[src/rtl/maxpool2x2_stream.sv]
// Streaming 2x2 / stride-2 max-pool over a raster-ordered signed feature map.
// Define MAXPOOL_REQUANT_EN to requantize results (>>> SHIFT, clamp to SAT_WIDTH unsigned bits).
module maxpool2x2_stream #(
  parameter int IN_W      = 24,
  parameter int IN_H      = 24,
  parameter int IN_WIDTH  = 32,
  parameter int SHIFT     = 8,
  parameter int SAT_WIDTH = 8
) (
  input  logic                clk,
  input  logic                rst_n,
  input  logic                valid_in,
  input  logic [IN_WIDTH-1:0] data_in,
  output logic [IN_WIDTH-1:0] data_out,
  output logic                valid_out,
  output logic                frame_done
);

  localparam int CW = $clog2(IN_W);
  localparam int RW = $clog2(IN_H);
  localparam logic [CW-1:0] COL_LAST = CW'(IN_W - 1);
  localparam logic [RW-1:0] ROW_LAST = RW'(IN_H - 1);
  localparam logic [CW-1:0] COL_ONE  = {{(CW-1){1'b0}}, 1'b1};
  localparam logic [RW-1:0] ROW_ONE  = {{(RW-1){1'b0}}, 1'b1};
  localparam logic signed [IN_WIDTH-1:0] SAT_MAX =
    {{(IN_WIDTH-SAT_WIDTH){1'b0}}, {SAT_WIDTH{1'b1}}};

  function automatic logic signed [IN_WIDTH-1:0] smax(
    input logic signed [IN_WIDTH-1:0] a,
    input logic signed [IN_WIDTH-1:0] b
  );
    smax = (a > b) ? a : b;
  endfunction

  function automatic logic [IN_WIDTH-1:0] requant(input logic signed [IN_WIDTH-1:0] m);
    logic signed [IN_WIDTH-1:0] s;
    s = m >>> SHIFT;
    if (s < $signed({IN_WIDTH{1'b0}})) begin
      requant = {IN_WIDTH{1'b0}};
    end else if (s > SAT_MAX) begin
      requant = SAT_MAX;
    end else begin
      requant = s;
    end
  endfunction

  logic [CW-1:0]                col_q, col_d;
  logic [RW-1:0]                row_q, row_d;
  logic signed [IN_WIDTH-1:0]   hold_q, hold_d;
  logic [IN_WIDTH-1:0]          data_out_q, data_out_d;
  logic                         valid_out_q, valid_out_d;
  logic                         frame_done_q, frame_done_d;
  logic signed [IN_WIDTH-1:0]   rowbuf_q [IN_W/2];

  logic signed [IN_WIDTH-1:0]   data_in_s;
  logic signed [IN_WIDTH-1:0]   pmax_s;
  logic signed [IN_WIDTH-1:0]   win_max_s;
  logic [IN_WIDTH-1:0]          result_s;
  logic [CW-2:0]                bidx_s;
  logic                         last_col_s;
  logic                         last_row_s;
  logic                         buf_we_s;

  assign data_in_s  = $signed(data_in);
  assign bidx_s     = col_q[CW-1:1];
  assign last_col_s = (col_q == COL_LAST);
  assign last_row_s = (row_q == ROW_LAST);
  assign pmax_s     = smax(hold_q, data_in_s);
  assign win_max_s  = smax(rowbuf_q[bidx_s], pmax_s);

`ifdef MAXPOOL_REQUANT_EN
  assign result_s = requant(win_max_s);
`else
  assign result_s = win_max_s;
`endif

  // Raster position tracking, horizontal pairing and window completion.
  always_comb begin
    col_d        = col_q;
    row_d        = row_q;
    hold_d       = hold_q;
    data_out_d   = data_out_q;
    valid_out_d  = 1'b0;
    frame_done_d = 1'b0;
    buf_we_s     = 1'b0;
    if (valid_in) begin
      if (col_q[0] == 1'b0) begin
        hold_d = data_in_s;
      end else if (row_q[0] == 1'b0) begin
        buf_we_s = 1'b1;
      end else begin
        data_out_d   = result_s;
        valid_out_d  = 1'b1;
        frame_done_d = last_col_s && last_row_s;
      end
      if (last_col_s) begin
        col_d = {CW{1'b0}};
        if (last_row_s) begin
          row_d = {RW{1'b0}};
        end else begin
          row_d = row_q + ROW_ONE;
        end
      end else begin
        col_d = col_q + COL_ONE;
      end
    end else begin
      hold_d = hold_q;
    end
  end

  // Control and output registers.
  always_ff @(posedge clk or negedge rst_n) begin
    if (!rst_n) begin
      col_q        <= {CW{1'b0}};
      row_q        <= {RW{1'b0}};
      hold_q       <= {IN_WIDTH{1'b0}};
      data_out_q   <= {IN_WIDTH{1'b0}};
      valid_out_q  <= 1'b0;
      frame_done_q <= 1'b0;
    end else begin
      col_q        <= col_d;
      row_q        <= row_d;
      hold_q       <= hold_d;
      data_out_q   <= data_out_d;
      valid_out_q  <= valid_out_d;
      frame_done_q <= frame_done_d;
    end
  end

  // Partial-max buffer needs no reset: every entry is written on an even row before it is read.
  always_ff @(posedge clk) begin
    if (buf_we_s) begin
      rowbuf_q[bidx_s] <= pmax_s;
    end
  end

  assign data_out   = data_out_q;
  assign valid_out  = valid_out_q;
  assign frame_done = frame_done_q;

endmodule

[config.mk]
export PLATFORM = sky130hd
export DESIGN_NAME = maxpool2x2_stream
export DESIGN_NICKNAME = d
export VERILOG_FILES = /design/src/rtl/maxpool2x2_stream.sv
export SDC_FILE = /design/constraint.sdc
export NUM_CORES = 1
export LEC_CHECK = 0
export CAP_MARGIN = 10
export CORE_UTILIZATION = 60
export DETAILED_ROUTE_END_ITERATION = 8
export GPL_TIMING_DRIVEN = 0
export HOLD_SLACK_MARGIN = 0.02
export PLACE_DENSITY = 0.83
export SYNTH_ARGS = -nofsm -noshare
export SYNTH_HDL_FRONTEND = slang
export SYNTH_SLANG_ARGS = --single-unit
[constraint.sdc]
create_clock -name clk -period 9.9 [get_ports clk]
set_clock_uncertainty 0.1 [all_clocks]
set_input_delay 1.98 -clock clk [delete_from_list [all_inputs] [get_ports clk]]
set_output_delay 1.98 -clock clk [all_outputs]
set_load 0.05 [all_outputs]
==> flow_metrics.env <==
export IMPL_status="finished, final reports clean"
export IMPL_synth_nets=1330
export IMPL_use_met3=0.0667
export IMPL_layoutNonFillerInstCount=1848
export IMPL_crit_type="in2reg"
export IMPL_place_congestion=0.851
export IMPL_critPathCaptureType="register"
export IMPL_post_cts_repair_setup_buffers=0
export IMPL_grt_pass1_vias=12488
export IMPL_drive_gt1_frac=0.208
export IMPL_async_flop_share=0.165
export IMPL_reg2reg_depth=18
export IMPL_ys_types=50
export IMPL_grtUsageMet2=0.488
export IMPL_ctsHtreeMaxLevel=2
export IMPL_vias_per_cell=6.59
export IMPL_synth_seq_cells=460
export IMPL_ys_seq_area_frac=0.665
export IMPL_antenna_cells=0
export IMPL_synthCells=1229
export IMPL_cts_root_buf="clkbuf_16"
export IMPL_cp_startpoint="data_in[27]"
export IMPL_setup_viol=0
export IMPL_cts_buffer_depth=3
export IMPL_tightest_slew_ns=1.09
export IMPL_die_w_um=185
export IMPL_grt_overflow_total=0
export IMPL_track_usage=0.307
export IMPL_routed_wirelength_um=50600
export IMPL_grt_pass1_wl_um=75500
export IMPL_synth_area_per_cell_um2=16.4
export IMPL_ir_drop_uv=155
export IMPL_nets=1470
export IMPL_total_power_w=0.00730
export IMPL_rsz0062_at_grt="no"
export IMPL_yosys_warnings=0
export IMPL_cts_buffers=46
export IMPL_hold_violations=0
export IMPL_grt_busiest_layer="met2"
export IMPL_r2r_slack_ns=3.71
export IMPL_seq_area_um2=13400
export IMPL_fill_cells=1891
export IMPL_fmax_mhz=130
export IMPL_pin_count=69
export IMPL_ant_nets=0
export IMPL_grt_use_met1=0.410
export IMPL_p_per_area_nw_per_um2=311
export IMPL_place_inst=1763
export IMPL_critPathLaunchType="input port"
export IMPL_clock_sinks=460
export IMPL_hold_buffers=0
export IMPL_fin_tns_setup_ns=0
export IMPL_die_area_um2=34400
export IMPL_drtIter0Drc=1387
export IMPL_row_count=66
export IMPL_start_util=0.616
export IMPL_worstReg2RegStart="hold_q[27]$_DFFE_PN0P_"
export IMPL_cts_resized=0
export IMPL_p_leak_nw=8.40
export IMPL_multiInputGateArea_um2=6250
export IMPL_io_buffers=67
export IMPL_cts_tree="yes"
export IMPL_post_route_min_period_ns=7.69
export IMPL_wl_per_cell_um=27.4
export IMPL_core_um2=32800
export IMPL_fin_crit_sh=0.777
export IMPL_antenna_found_initial=0
export IMPL_r2r_end="data_out[27]$_DFFE_PN0P_"
export IMPL_grt_start_max_net_pins=44
export IMPL_endpoint="data_out[27]$_DFFE_PN0P_"
export IMPL_drc=0
export IMPL_firstDrtPassIters=5
export IMPL_arrival_ns=8.06
export IMPL_hold_class="reg2reg"
export IMPL_crit_path_max_fanout=13
export IMPL_fin_util=0.716
export IMPL_cts_clk_slew_worst_paths_ns=0.07
export IMPL_worstPathRequired_ns=10.27
export IMPL_drv_slew=0
export IMPL_slew_headroom=0.270
export IMPL_syn_area_um2=20200
export IMPL_yosys_most_used_dff="edfxtp_1"
export IMPL_dp_hpwl_um=32500
export IMPL_clkLatencyLatePin_ns=0.57
export IMPL_vias=12172
export IMPL_area_growth_pct=16.2
export IMPL_drv_cap=0
export IMPL_whs_ns=0.419
export IMPL_die_h_um=185
export IMPL_synth_edf_count=384
[synthesized netlist by cell type, drive strengths merged, types with 8 or more instances]
master | number | area, um^2
a21o | 10 | 75.1
a21oi | 85 | 741
a31oi | 31 | 194
and2 | 34 | 213
buf | 25 | 168
clkbuf | 44 | 165
dfrtp | 76 | 1900
edfxtp | 384 | 11500
ha | 66 | 826
inv | 68 | 255
mux2i | 34 | 344
mux4 | 96 | 2160
nand2 | 87 | 327
nand3 | 8 | 40.0
nand4 | 14 | 87.6
nor2 | 19 | 71.3
o21ai | 74 | 370
o31ai | 32 | 380
[cell usage in the layout (no fill, tap or decap), types with 3 or more instances in the layout]
master,instances
edfxtp_1,384
mux4_2,96
nand2_1,87
dfrtp_1,76
o21ai_0,72
ha_1,66
clkdlybuf4s50_1,66
inv_1,59
a21oi_1,57
clkbuf_1,53
clkbuf_16,47
and2_1,33
mux2i_1,33
a31oi_1,31
a21oi_4,28
o31ai_2,28
buf_6,17
nand4_1,14
buf_2,14
nor2_1,11
a21o_1,10
inv_2,9
nand3_1,8
nor2_4,8
clkinv_2,8
bufinv_16,8
buf_12,7
buf_1,7
clkinv_1,7
nand2b_1,5
buf_16,5
nor3_2,4
o31ai_1,4
nor4_1,3
a211oi_1,3
[through the flow]
stage	cell area, um^2	worst slack (ns)
floorplan	20200	3.51
global placement	21400	1.85
detailed placement	21900	1.73
CTS	23500	2.28
global route	23500	1.77
finish	23500	2.21
[cell families (layout without fill, tap and decap cells)]
group / count (synthesis) / in the layout / synth area share
DFF: 460 / 460 / 0.665
AOI/OAI and AO/OA: 248 / 248 / 0.0948
and+or+nand+nor: 183 / 183 / 0.0432
buffers and inverters: 137 / 314 / 0.0291
muxes: 132 / 132 / 0.125
adders and majority gates: 66 / 66 / 0.0409
xor gates and xnor gates: 3 / 3 / 0.00130
[routing by layer]
layer / vias to the layer above / wire [um] / share of wire
li1: 5079 / - / -
met1: 6064 / 19100 / 0.38
met2: 848 / 24100 / 0.48
met3: 181 / 5240 / 0.10
met4: 0 / 2120 / 0.042
met5: - / 0 / 0
[worst min-delay path by stage]
stage | start | to | slack, ns | cells after the start
CTS | row_q[2]$_DFFE_PN0P_ | row_q[2]$_DFFE_PN0P_ | 0.42 | 1
floorplan | hold_q[1]$_DFFE_PN0P_ | hold_q[1]$_DFFE_PN0P_ | 0.38 | 2
global placement | hold_q[31]$_DFFE_PN0P_ | hold_q[31]$_DFFE_PN0P_ | 0.39 | 2
finish | row_q[2]$_DFFE_PN0P_ | row_q[2]$_DFFE_PN0P_ | 0.42 | 1
detailed placement | hold_q[1]$_DFFE_PN0P_ | hold_q[1]$_DFFE_PN0P_ | 0.40 | 2
global route | row_q[2]$_DFFE_PN0P_ | row_q[2]$_DFFE_PN0P_ | 0.45 | 1
[critical path: stages]
cell and delay, ns:
clkdlybuf4s50_1 0.47, inv_1 0.08, ha_1 0.33, nand4_1 0.17, nor4_1 0.51, and4_1 0.32, a211o_1 0.21, and2_1 0.16
buf_6 0.16, a21o_1 0.39, inv_2 0.07, ha_1 0.38, nand4_1 0.18, nor4_1 0.59, o31ai_1 0.26, o2111ai_1 0.21
mux2i_2 0.67, clkbuf_1 0.51, a31oi_1 0.25, o31ai_2 0.14
[flip-flops by register name, indices dropped and copies added (netlist names)]
register and flops:
rowbuf_q 384, col_q 5, row_q 5, hold_q 32, data_out 32, frame_done 1, valid_out 1
[power breakdown]
part	internal, W	switching, W
logic	0.00101	0.00189
clock network	0.00109	0.000737
registers	0.00247	0.000111
total	0.00456	0.00274
[cell type report]
cell class | instances | share of cell area
Timing Repair Buffer | 92 | 0.0454
Sequential cell | 460 | 0.572
Tap cell | 442 | 0.0236
Clock inverter | 28 | 0.0151
Clock buffer | 57 | 0.0521
Multi-Input combinational cell | 632 | 0.266
Buffer | 69 | 0.0142
Inverter | 68 | 0.0109
(Power assumes the default switching activity.)
